--- config.mk ---
export PLATFORM = sky130hd
export DESIGN_NAME = univ_shift_reg
export DESIGN_NICKNAME = d
export VERILOG_FILES = /design/src/rtl/univ_shift_reg.sv
export SDC_FILE = /design/constraint.sdc
export NUM_CORES = 1
export LEC_CHECK = 0
export CORE_UTILIZATION = 45
export CTS_BUF_LIST = sky130_fd_sc_hd__clkbuf_2
export DETAILED_ROUTE_END_ITERATION = 6
export PLACE_DENSITY_LB_ADDON = 0.25
export SYNTH_ARGS = -nofsm -noshare
export SYNTH_HDL_FRONTEND = slang
export SYNTH_SLANG_ARGS = --single-unit
--- constraint.sdc ---
create_clock -name clk -period 3.4 [get_ports clk]
set_input_delay 1.02 -clock clk [delete_from_list [all_inputs] [get_ports clk]]
set_output_delay 1.02 -clock clk [all_outputs]
set_load 0.005 [all_outputs]
--- src/rtl/univ_shift_reg.sv ---
// Universal shift register: hold, shift right, shift left and parallel load
// on one WIDTH-bit register. A frame counter flags every WIDTH-th shift.
//
// Ports:
//   clk        clock, all state updates on the rising edge
//   clear_n    synchronous reset, active-low (highest priority)
//   en         clock enable; 0 freezes q/shift_cnt, frame_done goes low
//   mode       00 hold, 01 shift right, 10 shift left, 11 parallel load
//   si_r       serial in for shift right (enters q[WIDTH-1])
//   si_l       serial in for shift left (enters q[0])
//   pdata      parallel load data
//   q          register contents (registered)
//   so_r       right-shift serial out, q[0] (combinational from q)
//   so_l       left-shift serial out, q[WIDTH-1] (combinational from q)
//   shift_cnt  shifts completed in the current frame, 0..WIDTH-1 (registered)
//   frame_done one-cycle pulse after the WIDTH-th shift of a frame (registered)
module univ_shift_reg #(
  parameter  int unsigned WIDTH = 8,
  localparam int unsigned CNT_W = $clog2(WIDTH + 1)
) (
  input  logic             clk,
  input  logic             clear_n,
  input  logic             en,
  input  logic [1:0]       mode,
  input  logic             si_r,
  input  logic             si_l,
  input  logic [WIDTH-1:0] pdata,
  output logic [WIDTH-1:0] q,
  output logic             so_r,
  output logic             so_l,
  output logic [CNT_W-1:0] shift_cnt,
  output logic             frame_done
);

  typedef enum logic [1:0] {
    MODE_HOLD = 2'b00,
    MODE_SHR  = 2'b01,
    MODE_SHL  = 2'b10,
    MODE_LOAD = 2'b11
  } mode_e;

  localparam logic [CNT_W-1:0] CNT_LAST = CNT_W'(WIDTH - 1);

  if (WIDTH < 2) begin : g_width_check
    $error("univ_shift_reg: WIDTH must be >= 2");
  end

  logic [WIDTH-1:0] q_q, q_d;
  logic [CNT_W-1:0] cnt_q, cnt_d;
  logic             done_q, done_d;
  logic             shift;

  // Next-state: data path and frame counter
  always_comb begin
    q_d    = q_q;
    cnt_d  = cnt_q;
    done_d = 1'b0;
    shift  = 1'b0;
    if (en) begin
      unique case (mode_e'(mode))
        MODE_HOLD: ;
        MODE_SHR: begin
          q_d   = {si_r, q_q[WIDTH-1:1]};
          shift = 1'b1;
        end
        MODE_SHL: begin
          q_d   = {q_q[WIDTH-2:0], si_l};
          shift = 1'b1;
        end
        MODE_LOAD: begin
          // A load always starts a fresh frame, even on a would-be wrap
          q_d   = pdata;
          cnt_d = '0;
        end
        default: ;
      endcase
    end
    // Direction does not matter to the counter; it only counts shifts
    if (shift) begin
      if (cnt_q == CNT_LAST) begin
        cnt_d  = '0;
        done_d = 1'b1;
      end else begin
        cnt_d = cnt_q + CNT_W'(1);
      end
    end
  end

  // State registers with synchronous active-low clear
  always_ff @(posedge clk) begin
    if (!clear_n) begin
      q_q    <= '0;
      cnt_q  <= '0;
      done_q <= 1'b0;
    end else begin
      q_q    <= q_d;
      cnt_q  <= cnt_d;
      done_q <= done_d;
    end
  end

  assign q          = q_q;
  assign so_r       = q_q[0];
  assign so_l       = q_q[WIDTH-1];
  assign shift_cnt  = cnt_q;
  assign frame_done = done_q;

endmodule
==> summary.txt <==
Outcome
  • Outcome: finished, final reports clean

STA
  • Final setup violation count: 0
  • Sum Neg Setup Slack: 0 ns
  • Slew margin rel.: 66.5%
  • Crit path time final: between 2 and 2.5 ns
  • Slew at the pin with the worst max-slew slack: 0.501 ns
  • WHS: 0.514 ns
  • RSZ-0062 raised after global routing: no
  • Fmax: roughly 410 MHz
  • Final worst slack: 0.940 ns
  • Final Cycle Share: ~72%
  • Hold Vio Cnt, Final: 0
  • Pins Over Slew Limit: 0
  • Clk_skew: 0.000822 ns

Global route
  • Largest net degree at the start of global routing: 17
  • Initial antenna violation count: 0
  • Overflow after GRT: 0
  • GRT Util Overall: 23.2%
  • First-pass GRT wire length: ~2.4 mm
  • Vias in the first global route: 537

Critical path
  • Worst-path cell chain: clkdlybuf4s50_1 -> inv_1 -> ha_1 -> nand2_1 -> or4b_1 -> a31oi_1
  • Worst path slowest cell: clkdlybuf4s50_1
  • Reg2Reg Setup Slack: 2.00 ns
  • Worst Setup End Kind: flip-flop
  • Reg-to-reg endpoint: shift_cnt[0]
  • CP required: 3.62 ns
  • Worst EP arrival: between 2 and 3 ns
  • CP peak stage delay: about 0.51 ns
  • Crit-path max FO: 5
  • Crit path to: shift_cnt[3]
  • Crit path launch type: input pin
  • WP buf/inv: 2
  • Worst path top cell family by delay: simple AND/OR/NAND/NOR gates
  • WP depth: 6
  • Critical path launch point: mode[1]
  • Launch point of the worst reg-to-reg path: shift_cnt[0]
  • Critical path type: input pin to flip-flop
  • Path depth of the worst reg2reg path: 4

Job
  • Number of max-cap violations: 0

Finish
  • Final Net Count: 126
  • Sequential cell area: 260 sq um
  • Most frequent cells in the layout: 29 x clkdlybuf4s50_1, 13 x dfxtp_1, 12 x nand2_1
  • Synth-to-layout area growth: 46.3%
  • ANT cells: 0
  • Area of the multi-input gates: 353 sq um
  • Filler cells: 98
  • Most common cell after layout, fill and taps aside: clkdlybuf4s50_1
  • Layout cell share with drive strength beyond 1: 4.72%
  • Utilization after layout: 72.4%

Detailed routing
  • Drt drc: 0
  • First drt pass iteration count: 4
  • DRT iter0 DRCs: 25
  • Post-DRT Antenna Nets: 0
  • Post-Route WL: 1.61 mm
  • Via Count: 700
  • DR WL/cell: 13.3 microns
  • Vias per cell: 5.79

Clock tree
  • # resized after CTS: 0
  • TritonCTS buffer count: 3
  • Worst skew pair latency: 0.27 ns
  • Clock transition at path regs: 0.13 ns
  • Setup repair bufs after CTS: 0
  • Hold Buf Count CTS: 0
  • H-tree levels: 1
  • CTS tree: yes
  • Clock Root Buffer: clkbuf_2
  • TritonCTS Sinks: 13
  • Max clock buf depth: 2

Yosys
  • Post-synth cell types: 22
  • Top FF cell, synth: dfxtp_1
  • #FFs+latches synth: 13
  • FFs w/ async S/R, synth: 0%
  • Syn. warnings: 0
  • Synth Instances: 78
  • Post-synth EDFFs: 0
  • Sequential share of the synthesized area: 39.9%
  • Post-synthesis cell area: approximately 650 sq um
  • Syn Area/Cell: 8.36 sq um
  • Post-Syn Nets: 97

Floorplanning
  • Starting density of the core: roughly half
  • Die W: 40.1 microns
  • Row cnt: 13
  • Die height: 40.1 microns
  • IO Pins: 30
  • Core ar.: 1320 sq um
  • Die area: 1600 sq um

Pwr
  • Peak VDD IR: 178 uV
  • Total power: 328 uW
  • Power Dens Cells: 344 nW/um^2
  • Leakage: between 0.0003 and 0.0004 uW

Placement
  • DP HPWL: between 1 and 1.5 mm
  • RePlAce Congestion: ~0.7
  • Dpl ws: 0.664 ns
  • Input/output buffers: 29

Hold path
  • Type of the most critical hold path: flip-flop to flip-flop
cell usage after synthesis, drive strengths merged, types with 2 or more instances:
master	count	area [sq um]
dfxtp	13	260
nand2	12	45.0
o21ai	10	50.1
a31oi	9	56.3
a22oi	8	60.1
ha	4	50.1
buf	3	20.0
inv	3	11.3
a21oi	2	10.0
clkbuf	2	7.51
nor2	2	7.51
per-stage QoR:
stage / cells / area, sq um
floorplan: 78 / 652
global placement: 117 / 933
detailed placement: 117 / 933
CTS: 121 / 953
global route: 121 / 953
finish: 121 / 953
tightest hold or removal path: stages, from the launching register on:
cell,delay [ns]
dfxtp_1,0.36
nand2_1,0.06
a31oi_1,0.06
worst min path at each step:
stage / to / slack [ns] / depth (start not counted) / from
after floorplan: q[4] / 0.48 / 2 / q[5]
after global placement: q[4] / 0.49 / 2 / q[5]
after detailed placement: q[4] / 0.49 / 2 / q[5]
after CTS: q[4] / 0.51 / 2 / q[5]
after global routing: q[4] / 0.53 / 2 / q[5]
final: q[4] / 0.51 / 2 / q[5]
layout make-up:
type	instances	share of cell area (%)
Clock buffer	4	2.10
Inverter	3	1.18
Multi-Input combinational cell	57	37.0
Sequential cell	13	27.3
Tap cell	15	1.97
Timing Repair Buffer	29	30.4
layer usage:
| layer | global-route usage (%) | routed length [microns] | part of all wire (%) | vias to the layer above |
|---|---|---|---|---|
| met1 | 28.9 | 705 | 44 | 321 |
| li1 | - | - | - | 343 |
| met2 | 35.9 | 756 | 47 | 34 |
| met3 | 11.1 | 135 | 8.4 | 2 |
| met5 | 0 | 0 | 0 | - |
| met4 | 5.17 | 9 | 0.56 | 0 |
registers in the layout (all words and copies together), names as in the netlist:
register	flops
frame_done	1
q	8
shift_cnt	4
kinds of logic after synthesis:
| kind of cell | Yosys count | share of synthesized area [%] |
|---|---|---|
| buffers and inverters | 8 | 5.95 |
| AOI/OAI and AO/OA | 30 | 28.4 |
| adders and majority gates | 4 | 7.68 |
| and+or+nand+nor | 23 | 18.0 |
| DFF | 13 | 39.9 |
report_power, final:
group          total (uW)  switching [uW]  internal [uW]  leakage (uW)
clock                83.7            52.5           31.2     0.0000166
sequential            170            8.78            161      0.000107
combinational        74.0            30.4           43.6      0.000232
total                 328            91.7            236      0.000355
Note: power is estimated with default switching activity, not from simulation.
==> RTL change, RTL diff (config.mk and constraints unchanged) <==
Register the inputs `clear_n`, `en`, `mode`, `si_r`, `si_l` and `pdata` before use. The logic sees them one clock later.
--- a/src/rtl/univ_shift_reg.sv
+++ b/src/rtl/univ_shift_reg.sv
@@ -42,4 +42,20 @@
   localparam logic [CNT_W-1:0] CNT_LAST = CNT_W'(WIDTH - 1);
 
+  logic clear_n_q;
+  logic en_q;
+  logic [1:0] mode_q;
+  logic si_r_q;
+  logic si_l_q;
+  logic [WIDTH-1:0] pdata_q;
+
+  always_ff @(posedge clk) begin
+    clear_n_q <= clear_n;
+    en_q      <= en;
+    mode_q    <= mode;
+    si_r_q    <= si_r;
+    si_l_q    <= si_l;
+    pdata_q   <= pdata;
+  end
+
   if (WIDTH < 2) begin : g_width_check
     $error("univ_shift_reg: WIDTH must be >= 2");
@@ -57,18 +73,18 @@
     done_d = 1'b0;
     shift  = 1'b0;
-    if (en) begin
-      unique case (mode_e'(mode))
+    if (en_q) begin
+      unique case (mode_e'(mode_q))
         MODE_HOLD: ;
         MODE_SHR: begin
-          q_d   = {si_r, q_q[WIDTH-1:1]};
+          q_d   = {si_r_q, q_q[WIDTH-1:1]};
           shift = 1'b1;
         end
         MODE_SHL: begin
-          q_d   = {q_q[WIDTH-2:0], si_l};
+          q_d   = {q_q[WIDTH-2:0], si_l_q};
           shift = 1'b1;
         end
         MODE_LOAD: begin
           // A load always starts a fresh frame, even on a would-be wrap
-          q_d   = pdata;
+          q_d   = pdata_q;
           cnt_d = '0;
         end
@@ -89,5 +105,5 @@
   // State registers with synchronous active-low clear
   always_ff @(posedge clk) begin
-    if (!clear_n) begin
+    if (!clear_n_q) begin
       q_q    <= '0;
       cnt_q  <= '0;
Check against the original RTL: not equivalent (Yosys sat finds a counterexample within 4 cycles, from zero or initial values).
==> RTL change against the original RTL <==
Largest cell class is now registers; final area increased by 31%; critical path depth shrank 5; sequential power rose by 110%; synthesized area rose by 43%; combinational power down 5.3%; utilization is 8.7 points lower; total power rose by 65%; via count up 9.1%; wire length grew 8.7%; sequential share of layout area increased by 16 points; sequential cell count up 14; setup slack improved by 0.092 ns.
==> RTL change: results (changes against the original RTL) <==
WORST SETUP PATH
-------------------------------------------------------------------------------
Biggest cell delay along the critical path .......................      0.53 ns   +0.02 ns
Origin of the worst setup path ................................... shift_cnt[2]$_SDFFE_PN0P_
Critical Path Sink ............................................... shift_cnt[2]
R2R Path End ..................................................... shift_cnt[3]$_SDFFE_PN0P_
Register-to-Register Path Depth ..................................            5   +1

GLOBAL ROUTING
-------------------------------------------------------------------------------
GRT Overall Usage ................................................        18.0%   -5.2 points
Wire length of the first global-routing pass .....................      2.77 mm   +16%

FINAL LAYOUT
-------------------------------------------------------------------------------
Total number of nets in the final design .........................          139   +10%
Area of the multi-input gates ....................................    350 sq um   -0.71%
Relative area of clock buffers and inverters in the final design .        1.80%   -0.30 points
Non-clock buffer share ...........................................        23.2%   -7.2 points
Clk_buf instances ................................................            3   -1
Sequential cell area share .......................................        43.3%   +16 points

SYNTHESIS
-------------------------------------------------------------------------------
Adder and majority gate portion of the synthesized area ..........        5.38%   -2.3 points
Leading post-synthesis cells by instance count ................... 27 x dfxtp_1, 12 x nand2_1, 10 x a31oi_1
Compound-Gate Fraction of Synth Area .............................        19.5%   -8.9 points
Number of nets produced by synthesis .............................          110   +13%
Register area share after synthesis ..............................        58.1%   +18 points

OUTCOME
-------------------------------------------------------------------------------
Result of the run ................................................ complete, no violations

TIMING
-------------------------------------------------------------------------------
Skew final .......................................................   0.00385 ns   +0.00303 ns
Transition time at the pin with the least slew margin ............     0.500 ns   -0.000931 ns

CLOCKING
-------------------------------------------------------------------------------
CTS clock-pin slew for the worst setup and hold paths ............      0.24 ns   +0.11 ns
Worst-skew pair later-pin latency ................................      0.36 ns   +0.09 ns

DETAILED ROUTING
-------------------------------------------------------------------------------
Via count of the routed design ...................................          764   +9.1%
Number of DRC markers after the initial detailed-route iteration .           19   -24%
Final WL .........................................................      1.75 mm   +8.7%

WORST HOLD PATH
-------------------------------------------------------------------------------
Critical hold path startpoint .................................... si_r_q$_DFF_P_

PLACE
-------------------------------------------------------------------------------
RePlAce Congestion ...............................................        0.813   +16%
Detailed-placement wirelength estimate ...........................      1.22 mm   +3.8%

==> RTL change: per-stage QoR <==
stage	hold slack (ns)	instances	total power [mW]	worst slack (ns)	instance area [sq um]
global placement	0.453	142	0.423	1.49	1230
finish	0.493	146	0.540	1.03	1250
CTS	0.495	146	0.545	1.02	1250
detailed placement	0.463	142	0.425	1.46	1230
floorplan	0.436	91	0.383	1.91	931
global route	0.541	146	0.567	0.946	1250
==> RTL change: power by group through the flow <==
stage	Clock, mW	Combinational [mW]	Sequential (mW)
2_1_floorplan	0	0.0306	0.353
3_3_place_gp	0	0.0688	0.354
3_5_place_dp	0	0.0698	0.355
4_1_cts	0.126	0.0701	0.349
5_1_grt	0.136	0.0791	0.352
6_report	0.121	0.0701	0.349
==> RTL change: routing by layer <==
layer | global-route usage, % | vias to the layer above | share of wire, %
met5 | 0 | - | 0
met4 | 5.14 | 0 | 0.46
met3 | 7.92 | 2 | 7.9
met2 | 27.1 | 37 | 44
met1 | 23.6 | 339 | 47
li1 | - | 386 | -
